`src/rtl/bv_priority_encoder_if.sv`:
```
// Match-vector input and result-FIFO output bundle for bv_priority_encoder.
// master drives vectors and consumes results; slave is the encoder.
interface bv_priority_encoder_if #(
    parameter int rule_num = 128,
    parameter int idx_w    = 7
);
    logic                bv_in_valid;
    logic [rule_num-1:0] bv_in;
    logic                result_valid;
    logic                result_hit;
    logic [idx_w-1:0]    result_id;
    logic                result_ready;
    logic                fifo_full;
    logic [15:0]         drop_count;

    modport master (
        output bv_in_valid, bv_in, result_ready,
        input  result_valid, result_hit, result_id, fifo_full, drop_count
    );

    modport slave (
        input  bv_in_valid, bv_in, result_ready,
        output result_valid, result_hit, result_id, fifo_full, drop_count
    );
endinterface

```
`src/rtl/bv_priority_encoder.sv`:
```
// Lowest-set-bit priority encoder over a rule match vector, results queued in an 8-deep FWFT FIFO.
// Latency: 2 cycles from sampled vector to result_valid (FIFO empty), one vector per cycle.
// Backpressure: none upstream; a result arriving at a full FIFO with no pop is dropped and counted.
module bv_priority_encoder #(
    parameter int rule_num = 128,
    parameter int idx_w    = 7
) (
    input  logic                 clk,
    input  logic                 reset,
    bv_priority_encoder_if.slave bus
);
    localparam int seg_w   = idx_w - 4;
    localparam int seg_num = rule_num / 16;
    localparam int depth   = 8;

    typedef struct packed {
        logic             hit;
        logic [idx_w-1:0] id;
    } res_t;

    logic [seg_num-1:0] c1_flag;
    logic [3:0]         c1_off [seg_num];
    logic               s1_vld;
    logic [seg_num-1:0] s1_flag;
    logic [3:0]         s1_off [seg_num];
    res_t               s2_res;

    res_t               mem [depth];
    logic [2:0]         wr_ptr;
    logic [2:0]         rd_ptr;
    logic [3:0]         count;
    logic [15:0]        drop_cnt;
    logic               empty;
    logic               full;
    logic               pop;
    logic               push;
    logic               drop;

    // Stage 1: per 16-bit segment, any-bit flag and lowest set offset.
    always_comb begin
        c1_flag = '0;
        for (int s = 0; s < seg_num; s++) begin
            c1_flag[s] = |bus.bv_in[s*16 +: 16];
            c1_off[s]  = 4'd0;
            for (int b = 15; b >= 0; b--) begin
                if (bus.bv_in[s*16 + b]) begin
                    c1_off[s] = 4'(b);
                end
            end
        end
    end

    always_ff @(posedge clk) begin
        if (!reset) begin
            s1_vld  <= 1'b0;
            s1_flag <= '0;
            s1_off  <= '{default: '0};
        end else begin
            s1_vld  <= bus.bv_in_valid;
            s1_flag <= c1_flag;
            s1_off  <= c1_off;
        end
    end

    // Stage 2: lowest flagged segment wins; result goes straight into the FIFO write port.
    always_comb begin
        s2_res = '0;
        for (int s = seg_num - 1; s >= 0; s--) begin
            if (s1_flag[s]) begin
                s2_res.id = {seg_w'(s), s1_off[s]};
            end
        end
        s2_res.hit = |s1_flag;
    end

    assign empty = (count == 4'd0);
    assign full  = (count == 4'd8);
    assign pop   = !empty && bus.result_ready;
    assign push  = s1_vld && (!full || pop);
    assign drop  = s1_vld && full && !pop;

    always_ff @(posedge clk) begin
        if (reset && push) begin
            mem[wr_ptr] <= s2_res;
        end
    end

    always_ff @(posedge clk) begin
        if (!reset) begin
            wr_ptr   <= 3'd0;
            rd_ptr   <= 3'd0;
            count    <= 4'd0;
            drop_cnt <= 16'd0;
        end else begin
            if (push) begin
                wr_ptr <= wr_ptr + 3'd1;
            end
            if (pop) begin
                rd_ptr <= rd_ptr + 3'd1;
            end
            if (push && !pop) begin
                count <= count + 4'd1;
            end else if (!push && pop) begin
                count <= count - 4'd1;
            end
            if (drop && (drop_cnt != 16'hFFFF)) begin
                drop_cnt <= drop_cnt + 16'd1;
            end
        end
    end

    // Head fields are masked while empty so stale memory never shows on the outputs.
    assign bus.result_valid = !empty;
    assign bus.result_hit   = !empty && mem[rd_ptr].hit;
    assign bus.result_id    = empty ? '0 : mem[rd_ptr].id;
    assign bus.fifo_full    = full;
    assign bus.drop_count   = drop_cnt;
endmodule

```
`src/flat_wrapper.sv`:
```
// flat-port wrapper written by rule: the top's interface ports become plain ports
module bv_priority_encoder_flat 
#(
    parameter int rule_num = 128,
    parameter int idx_w    = 7
)
  (clk, reset, bus_bv_in_valid, bus_bv_in, bus_result_ready, bus_result_valid, bus_result_hit, bus_result_id, bus_fifo_full, bus_drop_count);
  bv_priority_encoder_if #(.rule_num(rule_num), .idx_w(idx_w)) bus_i ();
  input  logic clk;
  input  logic reset;
  input wire logic [$bits(bus_i.bv_in_valid)-1:0] bus_bv_in_valid;
  input wire logic [$bits(bus_i.bv_in)-1:0] bus_bv_in;
  input wire logic [$bits(bus_i.result_ready)-1:0] bus_result_ready;
  output wire logic [$bits(bus_i.result_valid)-1:0] bus_result_valid;
  output wire logic [$bits(bus_i.result_hit)-1:0] bus_result_hit;
  output wire logic [$bits(bus_i.result_id)-1:0] bus_result_id;
  output wire logic [$bits(bus_i.fifo_full)-1:0] bus_fifo_full;
  output wire logic [$bits(bus_i.drop_count)-1:0] bus_drop_count;
  assign bus_i.bv_in_valid = bus_bv_in_valid;
  assign bus_i.bv_in = bus_bv_in;
  assign bus_i.result_ready = bus_result_ready;
  assign bus_result_valid = bus_i.result_valid;
  assign bus_result_hit = bus_i.result_hit;
  assign bus_result_id = bus_i.result_id;
  assign bus_fifo_full = bus_i.fifo_full;
  assign bus_drop_count = bus_i.drop_count;
  bv_priority_encoder #(.rule_num(rule_num), .idx_w(idx_w)) u_core (.clk(clk), .reset(reset), .bus(bus_i));
endmodule
```
`config.mk`:
```
export PLATFORM = sky130hd
export DESIGN_NAME = bv_priority_encoder_flat
export DESIGN_NICKNAME = d
export VERILOG_FILES = /design/src/rtl/bv_priority_encoder_if.sv /design/src/rtl/bv_priority_encoder.sv /design/src/flat_wrapper.sv
export SDC_FILE = /design/constraint.sdc
export NUM_CORES = 1
export LEC_CHECK = 0
export CAP_MARGIN = 40
export CORE_MARGIN = 5
export CORE_UTILIZATION = 38
export CTS_BUF_LIST = sky130_fd_sc_hd__clkbuf_4 sky130_fd_sc_hd__clkbuf_8 sky130_fd_sc_hd__clkbuf_16
export DETAILED_ROUTE_END_ITERATION = 10
export HOLD_SLACK_MARGIN = 0.02
export PLACE_DENSITY_LB_ADDON = 0.1
export SYNTH_ARGS = -nofsm -noshare
export SYNTH_HDL_FRONTEND = slang
export SYNTH_SLANG_ARGS = --single-unit
```
`constraint.sdc`:
```
create_clock -name clk -period 5.7 [get_ports clk]
set_input_delay 0.855 -clock clk [delete_from_list [all_inputs] [get_ports clk]]
set_output_delay 0.855 -clock clk [all_outputs]
set_load 0.005 [all_outputs]
```
## After elaboration in Yosys (flattened, before gate mapping)

Memory sizes are Yosys's and may differ from the RTL's. A register that Yosys moved wholly into a read port is not among the register bits.
Index checks and enable logic that the tools add are counted.

| storage, ports and cells | value |
|---|---|
| bits of input ports | 132 |
| register bits | 67 |
| memories | 1 |
| bits in writable memories | 64 |
| word-level logic and storage cells | 239 |

Memories:

| memory | words | width | rd ports | clocked after Yosys merged registers in | wr ports | RTL line | text |
|---|---|---|---|---|---|---|---|
| u_core.mem | 8 | 8 | 1 | 1 | 1 | bv_priority_encoder.sv:28 | `res_t mem [depth];` |

| operators by class | value |
|---|---|
| mux-type cells | 135 |
| eq/ne operators | 2 |
| add/subtract/negate cells | 5 |
| reductions and logical operators | 57 |
| bitwise operators | 1 |

Operator list:

| operator | number |
|---|---|
| $mux W4 | 66 |
| $reduce_or A16 Y1 | 8 |
| $mux W3 | 34 |
| $reduce_or A9 Y1 | 8 |
| $mux W7 | 9 |
| $reduce_or A5 Y1 | 8 |
| $mux W2 | 16 |
| $reduce_or A3 Y1 | 8 |
| $add A16 B1 Y16 const B | 1 |
| $ne A16 B16 Y1 const B | 1 |
| $reduce_or A2 Y1 | 8 |
| $mux W1 | 10 |
| $logic_and A1 B1 Y1 | 9 |
| $reduce_or A8 Y1 | 1 |
| $add A3 B1 Y3 const B | 2 |
| $add A4 B1 Y4 const B | 1 |
| $eq A4 B4 Y1 const B | 1 |
| $logic_not A1 Y1 | 4 |
| $logic_not A4 Y1 | 1 |
| $sub A4 B1 Y4 const B | 1 |
| $reduce_bool A2 Y1 | 1 |
| $logic_or A1 B1 Y1 | 1 |
| $not A1 Y1 | 1 |

## Depth between registers and ports, before layout

Gate-level depths: netlist of the first run.

| depth | value |
|---|---|
| depth in word-level cells | 15 |
| depth in mapped cells | 11 |

## Least setup slack after synthesis of the first run

Ideal clock, no wire load.

| timing path | value |
|---|---|
| path type | register -> register |
| start | reg u_core.count[0] |
| end | reg u_core.count[3] |
| buffers on the path | 0 |
| data arrival time | 2.781 ns |
| data required time | 5.629 ns |
| stages on the path, launching flop included | 12 |
| setup slack | 2.849 ns |
| cells stage by stage | dfxtp_1 > or4b_4 > o21ai_1 > inv_1 > ha_1 > inv_1 > ha_1 > a21o_1 > a21oi_1 > xnor2_1 > or3_1 > a21oi_1 |

| between the ends | value |
|---|---|
| longest elaborated chain between the ends | 8 |
| elaborated cells between the ends (all ways) | 16 |

RTL lines:

| element | RTL line | text |
|---|---|---|
| start, declared | bv_priority_encoder.sv:31 | `logic [3:0] count;` |
| start signal, assigned | bv_priority_encoder.sv:102 | `count <= count + 4'd1;` |
| start signal, assigned | bv_priority_encoder.sv:104 | `count <= count - 4'd1;` |
| branches (longest 8 deep; another with $sub A4 B1 Y4) | - |  |

Several ways; the timed one is not identified. The select of a mux whose other input is x is not followed.
A chain may end at the register's enable or synchronous reset.

==> run summary, run 1 <==
Status: finished clean
Footprint of the multi-input gates: 2910 um2
Final min period: 3.26 ns
Register Area: 3320 um2
Worst-case vdd ir drop: 0.234 mV
Worst setup path class: reg2out
Yosys cell types: 52
Die ar.: 19700 um2
Htree depth: 4
TritonCTS clock tree: yes
Detail Placement HPWL: 13000 um
Routed via count: 5526
Site row count: 47
Combinational group share of total power: 18.7%
Reg clk slew, reported paths: 0.06 ns
Setup crit end kind: primary output
Residual DRC: 0
Hold Crit Class: reg2reg
Layout fillers: 1416
Warnings, synthesis: 0
Mapped cell area: 6450 um2
FF+latch count, synth: 134
Final period utilization: 57.2%
Pint: 0.00206 W
Inserted Clock Buffers: 17
Post-CTS Repair Setup Buffers: 0
DRT Wirelength: 16700 um
Final Max Slew Viols: 0
Number of global-route vias before repair: 5560
Post-CTS Resized: 0
Top cells by area, synth: edfxtp_1 30%, dfxtp_1 22%, mux4_2 5.6%
Post-DRT Antenna Nets: 0
Post-synthesis sequential area ratio: 51.6%
Number of flops mapped to enable cells by yosys: 64
CTS Hold Bufs: 0
Port Buffers: 157
# setup viols final: 0
Die height: 140 um
Syn_nets: 774
Fin. Hold Viols: 0
Synth Area per Inst: 10.2 um2
Ys flop type: dfxtp_1
Mapped Cells: 635
Post-synth top area share: 29.8%
Clock Skew: 0.0100 ns
Static Leak: 3.15 nW
Layout cells sized above 1: 8.77%
DRT iter0 DRCs: 252
Global Route Usage Sum: 17.2%
# IOs: 158
Die W: 140 um
Number of antenna violations at the first check in global routing: 0
First-pass GRT wire length: 27600 um
Clock tree sinks: 134
Max-cap viol count: 0
Routability congestion estimate: 0.912
Crit path DAT: 2.40 ns
Post-synth ARST share: 0%
Nets: 947
Final hold slack: 0.495 ns
F_max: 307 MHz
Max FO, Critical Path: 11
Power share of the clock group: 41.3%
Register share of total power: 40.0%
Overflow after GRT: 0
Post-synth top area cell: edfxtp_1
Sw power: 0.000658 W
Setup TNS: 0 ns
Relative slew margins: 40.0%
Clock root cell: clkbuf_16
Core Box Area: 16600 um2
Tot Pwr: 0.00272 W
Via density: 5.31
Starting Density: 38.7%
Setup crit start kind: flop
Clk Latency, worst-skew pair: 0.41 ns
Switching share of total power: 24.2%
Layout area overhead: 39.3%
Worst Tran Pin Value: 0.897 ns
CTS max path bufs: 2
Pwr Density: 303 nW/um2
Critical Path RT: 4.85 ns
First-pass DRT Iterations: 4
Routed len/inst: 16.0 um
RSZ-0062 raised after global routing: false
Pin count of the biggest net entering global routing: 28
Ant. Diodes: 0
Core Util, Final: 54.0%
state kept, by name, indices dropped and copies added, names as in the netlist, named ones only:
| register | cells |
|---|---|
| u_core.s1_off | 32 |
| u_core.s1_flag | 8 |
| u_core.bus.drop_count | 16 |
| u_core.s1_vld | 1 |
| u_core.rd_ptr | 3 |
| u_core.mem | 64 |
| u_core.count | 4 |
| u_core.wr_ptr | 3 |
layout make-up:
cell class                      instances  share of cell area [%]
Clock inverter                         11                    1.64
Multi-Input combinational cell        444                    32.4
Tap cell                              220                    3.07
Inverter                               42                    1.76
Timing Repair Buffer                  169                    18.9
Sequential cell                       134                    37.0
Clock buffer                           21                    5.21
power by group through the flow:
stage	logic, W	registers (W)	clock network [W]
floorplan	0.000270	0.00108	0
global placement	0.000465	0.00112	0
detailed placement	0.000511	0.00111	0
CTS	0.000514	0.00109	0.00115
global route	0.000558	0.00110	0.00119
finish	0.000508	0.00109	0.00112
worst max-delay path, cell delays in order, from the launching register on:
cell,delay [ns]
dfxtp_1,0.63
buf_16,0.21
mux4_2,0.50
mux2i_1,0.15
nor2_1,0.06
clkdlybuf4s50_1,0.44
final timing paths:
check	slack, ns	endpoint	start	depth (start not counted)
min	0.50	u_core.rd_ptr[1]$_SDFFE_PN0N_	u_core.rd_ptr[1]$_SDFFE_PN0N_	2
max reg2reg	2.51	u_core.count[3]$_SDFFE_PN0P_	u_core.count[0]$_SDFFE_PN0P_	11
max	2.44	bus_result_id[4]	flop	5
min reg2reg	0.50	u_core.rd_ptr[1]$_SDFFE_PN0N_	u_core.rd_ptr[1]$_SDFFE_PN0N_	2
per-layer routing:
metal / vias to the layer above / track usage, % / wire length, um
met5: - / 0 / 0
met4: 0 / 4.54 / 177
met3: 14 / 5.15 / 1130
met2: 180 / 27.9 / 7930
met1: 2598 / 22.6 / 7460
li1: 2734 / - / -
logic make-up (layout without fill, tap and decap cells):
group / after synthesis / count (layout) / share of synthesized area (%)
AO/OA/AOI/OAI: 137 / 137 / 14.0
XOR/XNOR: 19 / 19 / 2.58
adder cells (fa/ha/maj): 7 / 7 / 1.48
buffers and inverters: 57 / 243 / 3.36
flip-flops: 134 / 134 / 51.6
multiplexers: 26 / 26 / 7.14
AND/OR/NAND/NOR: 255 / 255 / 19.9
synthesized netlist by cell type (11+ instances only):
cell type,number
edfxtp_1,64
nor3_1,27
xor2_1,12
nand2_1,44
nand3_1,14
inv_1,42
a2111oi_0,11
nand2b_1,11
o21ai_0,12
nor4_1,22
o31ai_1,13
clkbuf_1,11
a21oi_1,52
nor2_1,95
mux4_2,16
dfxtp_1,70
placed cells by master, fill, tap and decap left out, drive strengths merged, types with 21 or more instances in the layout:
cell type / count
nor2: 95
nor3: 27
edfxtp: 64
nand2: 44
clkdlybuf4s50: 157
dfxtp: 70
a21oi: 52
nor4: 26
clkbuf: 21
inv: 44
per-stage QoR:
stage,setup WS [ns],area [um2],instances
detailed placement,2.04,8360,1009
CTS,2.37,8980,1041
finish,2.44,8980,1041
floorplan,2.85,6450,635
global placement,2.14,8270,1002
global route,2.19,8980,1041
No activity file was read; power rests on OpenSTA's default activity.
==> run 2, diff against run 1 <==
- clock period: 5.7 -> 3.4 ns (I/O delays scaled with it)
==> run 2 against run 1 <==
Against the previous run:
- via count is 0.85% lower
- final cell count is 0.38% higher
- clock power is 62% higher
- worst setup slack worse by 2.1 ns
- hold slack worse by 0.011 ns
- critical path depth is 6 higher
- register-to-register slack worse by 2.2 ns
- critical path type is now reg2reg
==> run summary, run 2 (synthesis results as in run 1) <==
Relative slew margins: 43.5%
Number of global-route vias before repair: 5645
Max FFs per register: 64
Clock Skew: 0.0126 ns
Most frequent cells in the layout: 157 x clkdlybuf4s50_1, 95 x nor2_1, 70 x dfxtp_1
Setup crit start kind: flop
Biggest register: u_core.mem
Pwr Density: 501 nW/um2
Starting Density: 38.7%
Port Buffers: 157
First-pass DRT Iterations: 5
# IOs: 158
Switching share of total power: 24.6%
Register share of total power: 40.0%
Detail Placement HPWL: 12600 um
Post-DRT Antenna Nets: 0
Reg clk slew, reported paths: 0.06 ns
Site row count: 47
Worst R2R Start: u_core.count[0]$_SDFFE_PN0P_
Worst Tran Pin Value: 0.840 ns
Layout fillers: 1398
Post-CTS Resized: 0
Setup TNS: 0 ns
Hold_sp: u_core.rd_ptr[1]$_SDFFE_PN0N_
Clock root cell: clkbuf_16
Clock tree sinks: 134
# setup viols final: 0
Max-cap viol count: 0
Global Route Usage Sum: 16.7%
Die height: 140 um
Routed via count: 5479
Max FO, Critical Path: 6
Worst setup path class: reg2reg
Final min period: 3.10 ns
DRT Wirelength: 16300 um
Power share of the clock group: 40.4%
Hold Crit Class: reg2reg
First-pass GRT wire length: 26700 um
Sw power: 0.00110 W
Critical Path RT: 3.74 ns
Combinational group share of total power: 19.6%
Htree depth: 4
Worst setup path start: u_core.count[0]$_SDFFE_PN0P_
Core Box Area: 16600 um2
Residual DRC: 0
CTS Hold Bufs: 0
Final Max Slew Viols: 0
Setup crit end kind: flop
Final hold slack: 0.484 ns
Pin count of the biggest net entering global routing: 17
Die ar.: 19700 um2
CTS max path bufs: 2
TritonCTS clock tree: yes
Layout area overhead: 38.8%
Post-Place Worst Slack: 0.262 ns
Die W: 140 um
Routability congestion estimate: 0.927
Static Leak: 3.15 nW
Ant. Diodes: 0
Final period utilization: 91.0%
Routed len/inst: 15.6 um
Clk Latency, worst-skew pair: 0.41 ns
Commonest non-fill, non-tap cell in the layout: clkdlybuf4s50_1
Via density: 5.24
Register Area: 3320 um2
Worst-case vdd ir drop: 0.375 mV
Layout cells sized above 1: 8.85%
Crit path DAT: 3.43 ns
Overflow after GRT: 0
F_max: 323 MHz
Fin. Hold Viols: 0
Tot Pwr: 0.00448 W
Number of antenna violations at the first check in global routing: 0
Status: finished clean
Footprint of the multi-input gates: 2910 um2
Inserted Clock Buffers: 17
Post-CTS Repair Setup Buffers: 0
Post-route setup slack: 0.305 ns
RSZ-0062 raised after global routing: false
DRT iter0 DRCs: 198
Pint: 0.00338 W
Nets: 951
## run 2: cell types whose count changed in the layout (fill, tap and decap cells not counted), sizes merged
cell,delta
clkinv,+4
buf,+5
clkbuf,-3
inv,-1
clkdlybuf4s15,-1
## run 2: per-layer routing
| metal | global-route usage [%] | share of wire, % |
|---|---|---|
| met3 | 5.25 | 5.7 |
| met4 | 4.79 | 1.3 |
| met1 | 20.7 | 45 |
| met2 | 28.1 | 48 |
| met5 | 0 | 0 |
## run 2: stage by stage
step | cell area, um2 | instances | util [%]
finish | 8950 | 1045 | 53.8
global route | 8950 | 1045 | 53.8
CTS | 8940 | 1045 | 53.7
detailed placement | 8350 | 1013 | 50.2
global placement | 8350 | 1013 | 50.2
floorplan | 6450 | 635 | -
## run 2: path summary, 6_finish.rpt
kind	end	slack, ns	cells after the start
worst max-delay path	u_core.count[3]$_SDFFE_PN0P_	0.30	11
worst min-delay path	flop	0.48	2
worst max register to register	u_core.count[3]$_SDFFE_PN0P_	0.30	11
worst min register to register	flop	0.48	2
## run 2: critical path, cell delays in order, from the launching register on
cell	delay, ns
dfxtp_1	0.37
or4b_4	0.62
o21ai_2	0.27
inv_1	0.17
ha_1	0.26
inv_1	0.12
ha_1	0.24
a21o_1	0.18
a21oi_1	0.17
xnor2_1	0.10
or3_1	0.33
a21oi_1	0.17
## run 2: final cells by class
| class | count | share of cell area, % |
|---|---|---|
| flip-flops and latches | 134 | 37.1 |
| multi-input cells | 444 | 32.5 |
| repair buffers | 173 | 18.9 |
| clock buffers | 18 | 4.84 |
| well taps | 220 | 3.08 |
| clock inverters | 14 | 1.76 |
| inverters | 42 | 1.76 |
## run 2: power groups by stage
stage / sequential, W / combinational [W] / clock, W
finish: 0.00179 / 0.000880 / 0.00181
global route: 0.00180 / 0.000964 / 0.00194
CTS: 0.00179 / 0.000888 / 0.00185
detailed placement: 0.00183 / 0.000883 / 0
global placement: 0.00182 / 0.000864 / 0
floorplan: 0.00181 / 0.000452 / 0
==> edit 1, RTL diff (flow settings as in run 2) <==
`idx_w` is set to 7 in 3 places; all go to 6.
--- a/src/rtl/bv_priority_encoder_if.sv
+++ b/src/rtl/bv_priority_encoder_if.sv
@@ -4,3 +4,3 @@
     parameter int rule_num = 128,
-    parameter int idx_w    = 7
+    parameter int idx_w    = 6
 );
--- a/src/rtl/bv_priority_encoder.sv
+++ b/src/rtl/bv_priority_encoder.sv
@@ -5,3 +5,3 @@
     parameter int rule_num = 128,
-    parameter int idx_w    = 7
+    parameter int idx_w    = 6
 ) (
--- a/src/flat_wrapper.sv
+++ b/src/flat_wrapper.sv
@@ -4,3 +4,3 @@
     parameter int rule_num = 128,
-    parameter int idx_w    = 7
+    parameter int idx_w    = 6
 )
Ports: changed (resized bus_result_id); port bits go from 158 to 157. The function was not compared with the original's and may differ.
==> edit 1 against run 2 <==
- sequential cell count fell by 8
- critical path depth did not move
- routed wire length decreased by 5.5%
- via count fell by 3.0%
- cell area down 2.4%
- setup slack gained 0.094 ns
- total power is 6.6% lower
- area after synthesis decreased by 2.2%
- final cell count down 2.5%
- clock power down 8%
- critical endpoint unchanged
==> edit 1: results (changes against run 2) <==
.. list-table::
   :header-rows: 1

   * - Metric
     - Value
   * - Buffering overhead
     - 18.89% (about the same)
   * - Detailed-route wire length on metal 1
     - 6.873 mm (-6.4%)
   * - Die width
     - 138.8 um (-1.0%)
   * - Final GP Congestion
     - 0.8644 (-6.7%)
   * - Largest register FFs
     - 56 (-13%)
   * - Peak supply drop
     - 355.3 uV (-5.3%)
   * - Share of power burned in the clock network
     - 40.0% (-0.4 points)
   * - Detailed-routed wire length on met3
     - 792 um (-15%)
   * - Number of buffers inserted by port buffering
     - 156 (-0.64%)
   * - Fraction of final layout cells sized beyond drive strength 1
     - 9.262% (+0.41 points)
   * - Pin count of the biggest net entering global routing
     - 35 (+18)
   * - Result of the run
     - complete, no violations
   * - Beginning of the worst hold path
     - u_core.bus.drop_count[15]
   * - Number of distinct library cells after synthesis
     - 54 (+3.8%)
   * - Vias
     - 5314 (-3.0%)
   * - Number of filler cells placed in the layout
     - 1453 (+3.9%)
   * - Leak
     - 3.066 nW (-2.5%)
   * - Highest-utilization routing layer at the global route stage
     - met2
   * - Worst R2R Setup Slack
     - 0.40 ns (+0.09 ns)
   * - Sequential cell area
     - 3083 sq um (-7.2%)
   * - Non-clock buffer count
     - 169 (-2.3%)
   * - Non-filler instance count after layout
     - 1019 (-2.5%)
   * - Highest layer used for signal routing
     - met5
   * - Met2 capacity usage during global routing
     - 27.84% (-0.28 points)
   * - Synthesized netlist net count
     - 752 (-2.8%)
   * - Arrival time at the worst endpoint
     - 3.33 ns (-0.10 ns)
   * - First-iteration detailed-routing DRC count
     - 233 (+18%)
   * - Fraction of power consumed by combinational cells
     - 19.4% (-0.2 points)
   * - Routing usage on met1
     - 19.64% (-1.1 points)
   * - Leading post-synthesis cells by instance count
     - sky130_fd_sc_hd__dfxtp_1 (70), sky130_fd_sc_hd__nor2_1 (64), sky130_fd_sc_hd__edfxtp_1 (56)
   * - Cell Area, Placed
     - 8157 sq um (-2.4%)
   * - Share of cell area taken by multi-input logic gates
     - 35.24% (+2.7 points)
   * - Number of detailed-routing iterations run before antenna repair
     - 4 (-1)
   * - Number of instances in the placed design
     - 985 (-2.8%)
   * - Non-CTS inverters
     - 22 (-48%)
   * - WHS
     - 0.4893 ns (+0.005070 ns)
   * - GRT Resource Usage Total
     - 16.14% (-0.58 points)
   * - Max incr delay on CP
     - 0.59 ns (-0.03 ns)
   * - Internal
     - 3.176 mW (-6.1%)
   * - Top fanout value on the critical path
     - 9 (+3)
   * - Tightest Pin Transition
     - 0.9432 ns (+0.1029 ns)
   * - Number of flops mapped to enable cells by yosys
     - 56 (-13%)
   * - Antenna violations before repair
     - 2 (+2)
   * - Number of instances in the synthesized netlist
     - 613 (-3.5%)
   * - DR WL/cell
     - 15.15 um (-3.1%)
   * - Flops & latches, synth
     - 126 (-6.0%)
edit 1: cell count changes in the layout (fill, tap and decap cells not counted), moves of 11 or more:
cell,change
sky130_fd_sc_hd__a2111oi_0,-11
sky130_fd_sc_hd__a21oi_1,-11
sky130_fd_sc_hd__and2_1,+14
sky130_fd_sc_hd__inv_1,-23
sky130_fd_sc_hd__nand2_1,-12
sky130_fd_sc_hd__nor2_1,-31
sky130_fd_sc_hd__nor2b_1,+21
edit 1: worst max-delay path by stage:
stage | endpoint | from
floorplan | u_core.count[3] | u_core.count[0]
global placement | u_core.count[3] | bus_result_ready
detailed placement | u_core.count[3] | bus_result_ready
CTS | u_core.count[3] | u_core.count[0]
global route | u_core.count[3] | u_core.count[0]
finish | u_core.count[3] | u_core.count[0]
edit 1: metrics by stage:
step / power [mW] / utilization, % / worst slack (ns)
after global routing: 4.403 / 53.21 / 0.1528
after detailed placement: 2.556 / 49.71 / 0.2871
after CTS: 4.241 / 53.15 / 0.4057
final: 4.190 / 53.21 / 0.3989
after floorplan: 2.138 / - / 0.6563
after global placement: 2.536 / 49.71 / 0.3864
edit 1: cells by family (layout without fill, tap and decap cells):
| logic type | Yosys count | after routing | synth area share (%) |
|---|---|---|---|
| multiplexers | 26 | 26 | 6.909 |
| buffers and inverters | 37 | 223 | 2.263 |
| AO/OA/AOI/OAI | 129 | 129 | 14.43 |
| AND/OR/NAND/NOR | 273 | 273 | 23.88 |
| adder cells (fa/ha/maj) | 7 | 7 | 1.509 |
| XOR/XNOR | 15 | 15 | 2.085 |
| flip-flops | 126 | 126 | 48.92 |
edit 1: critical path, delay by kind of cell (launching register included):
family | cells | cell delay, ns
compound gates | 4 | 0.87
xor+xnor | 1 | 0.09
fa+ha+maj | 2 | 0.48
buf+inv | 2 | 0.22
flops | 1 | 0.37
simple gates | 2 | 0.89
==> edit 2, RTL diff (config.mk and constraints of run 2) <==
Without the edit above. Make the reset (`reset`) asynchronous in 2 clocked blocks.
--- a/src/rtl/bv_priority_encoder.sv
+++ b/src/rtl/bv_priority_encoder.sv
@@ -52,3 +52,3 @@
 
-    always_ff @(posedge clk) begin
+    always_ff @(posedge clk or negedge reset) begin
         if (!reset) begin
@@ -87,3 +87,3 @@
 
-    always_ff @(posedge clk) begin
+    always_ff @(posedge clk or negedge reset) begin
         if (!reset) begin
Check against the original RTL: differs if reset is asserted again (counterexample within 4 cycles, from zero or initial values and one cycle with reset low); with reset held inactive, the same outputs for 10 cycles.
==> edit 2 against run 2 <==
- area after synthesis decreased by 0.85%
- total power increased by 8.4%
- die area shrank 0.80%
- highest routed layer unchanged
- setup slack gained 0.093 ns
- clock skew fell by 0.0034 ns
- core utilization shrank 0.33 points
- final cell count down 6.3%
- critical endpoint is now u_core.count[3]
- cell area fell by 1.3%
- sequential cell count down 3
- routed wire length down 5.4%
==> edit 2: results (changes against run 2) <==
.. list-table::
   :header-rows: 1

   * - Metric
     - Value
   * - Number of instances in the placed design
     - 946 (-6.6%)
   * - Fraction of final layout cells sized beyond drive strength 1
     - 8.959% (+0.11 points)
   * - Max incr delay on CP
     - 0.71 ns (+0.09 ns)
   * - Cell with the largest stage delay on the worst path
     - sky130_fd_sc_hd__or4b_1
   * - Detailed-route wire length on metal 1
     - 6.754 mm (-8.1%)
   * - Net count of the finished layout
     - 885 (-6.9%)
   * - DR WL/cell
     - 15.79 um (+1.0%)
   * - Leak
     - 3.272 nW (+4.0%)
   * - Post-synth top flop
     - sky130_fd_sc_hd__dfrtp_1
   * - Number of detailed-routing iterations run before antenna repair
     - 4 (-1)
   * - Worst slew margin relative to its limit
     - 46.92% (+3.4 points)
   * - Number of instances in the synthesized netlist
     - 571 (-10%)
   * - Main area contributors after synthesis
     - sky130_fd_sc_hd__edfxtp_1 (30%), sky130_fd_sc_hd__dfrtp_1 (26%), sky130_fd_sc_hd__mux4_2 (5.6%), sky130_fd_sc_hd__nor2_1 (4.6%), sky130_fd_sc_hd__a21oi_1 (2.8%)
   * - Number of flops mapped to enable cells by yosys
     - 64 (unchanged)
   * - Detailed-routed wire length on met3
     - 657 um (-30%)
   * - Via/cell ratio
     - 5.189 (-1.0%)
   * - Leading post-synthesis cells by instance count
     - sky130_fd_sc_hd__nor2_1 (79), sky130_fd_sc_hd__dfrtp_1 (67), sky130_fd_sc_hd__edfxtp_1 (64)
   * - Final GP Congestion
     - 0.8164 (-12%)
   * - Result of the run
     - complete, no violations
   * - WHS
     - 0.5039 ns (+0.01967 ns)
   * - Non-filler instance count after layout
     - 979 (-6.3%)
   * - Post-DP HPWL
     - 12.05 mm (-4.4%)
   * - GRT Resource Usage Total
     - 16.07% (-0.65 points)
   * - Sequential element share of the synthesized area
     - 56.30% (+4.8 points)
   * - First-iteration detailed-routing DRC count
     - 201 (+1.5%)
   * - Peak supply drop
     - 378.3 uV (+0.83%)
   * - Antenna violations before repair
     - 0 (unchanged)
   * - Final Core Density
     - 53.44% (-0.33 points)
   * - Synthesized netlist net count
     - 710 (-8.3%)
   * - Pin count of the biggest net entering global routing
     - 43 (+26)
edit 2: cell count changes after synthesis, moves of 8 or more:
cell,run 2,this run
sky130_fd_sc_hd__a21oi_1,52,36
sky130_fd_sc_hd__dfxtp_1,70,0
sky130_fd_sc_hd__a21boi_0,0,8
sky130_fd_sc_hd__nand2b_1,11,3
sky130_fd_sc_hd__nand3_1,14,23
sky130_fd_sc_hd__dfrtp_1,0,67
sky130_fd_sc_hd__nor2_1,95,79
edit 2: metal layers:
metal,vias up,global-route usage [%]
met3,17,3.190
met2,135,27.93
met4,0,5.354
met1,2425,20.11
li1,2503,-
met5,-,0
edit 2: final timing paths:
kind	from	endpoint	cells past startpoint
max in group asynchronous	reset	u_core.s1_off[12]	3
worst min-delay path	u_core.count[3]	u_core.count[3]	1
worst min register to register	u_core.count[3]	u_core.count[3]	1
worst max-delay path	u_core.count[0]	u_core.count[3]	10
min in group asynchronous	reset	u_core.wr_ptr[0]	2
worst max register to register	u_core.count[0]	u_core.count[3]	10
edit 2: repair_timing:
action	in CTS	in global routing
hold buffers	1	0
hold endpoints to repair	10	0
gates resized for setup	0	0
setup endpoints to repair	0	0
edit 2: cell families (layout without fill, tap and decap cells):
family,after synthesis,count (layout),share of synthesized area (%)
AOI/OAI and AO/OA,124,124,12.98
xor gates and xnor gates,20,20,2.741
adders and majority gates,7,7,1.488
buffers and inverters,52,240,3.113
DFF,131,131,56.30
muxes,29,29,7.753
and+or+nand+nor,208,208,15.62
edit 2: per-stage QoR:
stage	area [sq um]	power, mW
finish	8831	4.862
global placement	8258	3.161
detailed placement	8258	3.215
floorplan	6391	2.639
CTS	8831	4.925
global route	8831	5.121
edit 2: worst reg2reg max path: stages (launching register included):
cell and delay [ns]:
sky130_fd_sc_hd__dfrtp_1 0.45, sky130_fd_sc_hd__or4b_1 0.71, sky130_fd_sc_hd__o21a_1 0.32, sky130_fd_sc_hd__ha_1 0.26, sky130_fd_sc_hd__inv_1 0.13, sky130_fd_sc_hd__ha_1 0.26, sky130_fd_sc_hd__a21o_1 0.19, sky130_fd_sc_hd__a21oi_1 0.18
sky130_fd_sc_hd__xnor2_1 0.16, sky130_fd_sc_hd__nor2_1 0.08, sky130_fd_sc_hd__xor2_1 0.14
edit 2: cell type report:
class                   instances  area (sq um)
inverters                      41         153.9
repair buffers                167          1647
fillers                      1444          7694
clock inverters                12         108.9
flip-flops and latches        131          3598
clock buffers                  20         454.2
well taps                     220         275.3
multi-input cells             388          2594
edit 2: power by group:
part	internal [mW]	switching, mW
Combinational	0.691	0.475
Clock	1.04	0.653
Sequential	1.82	0.181
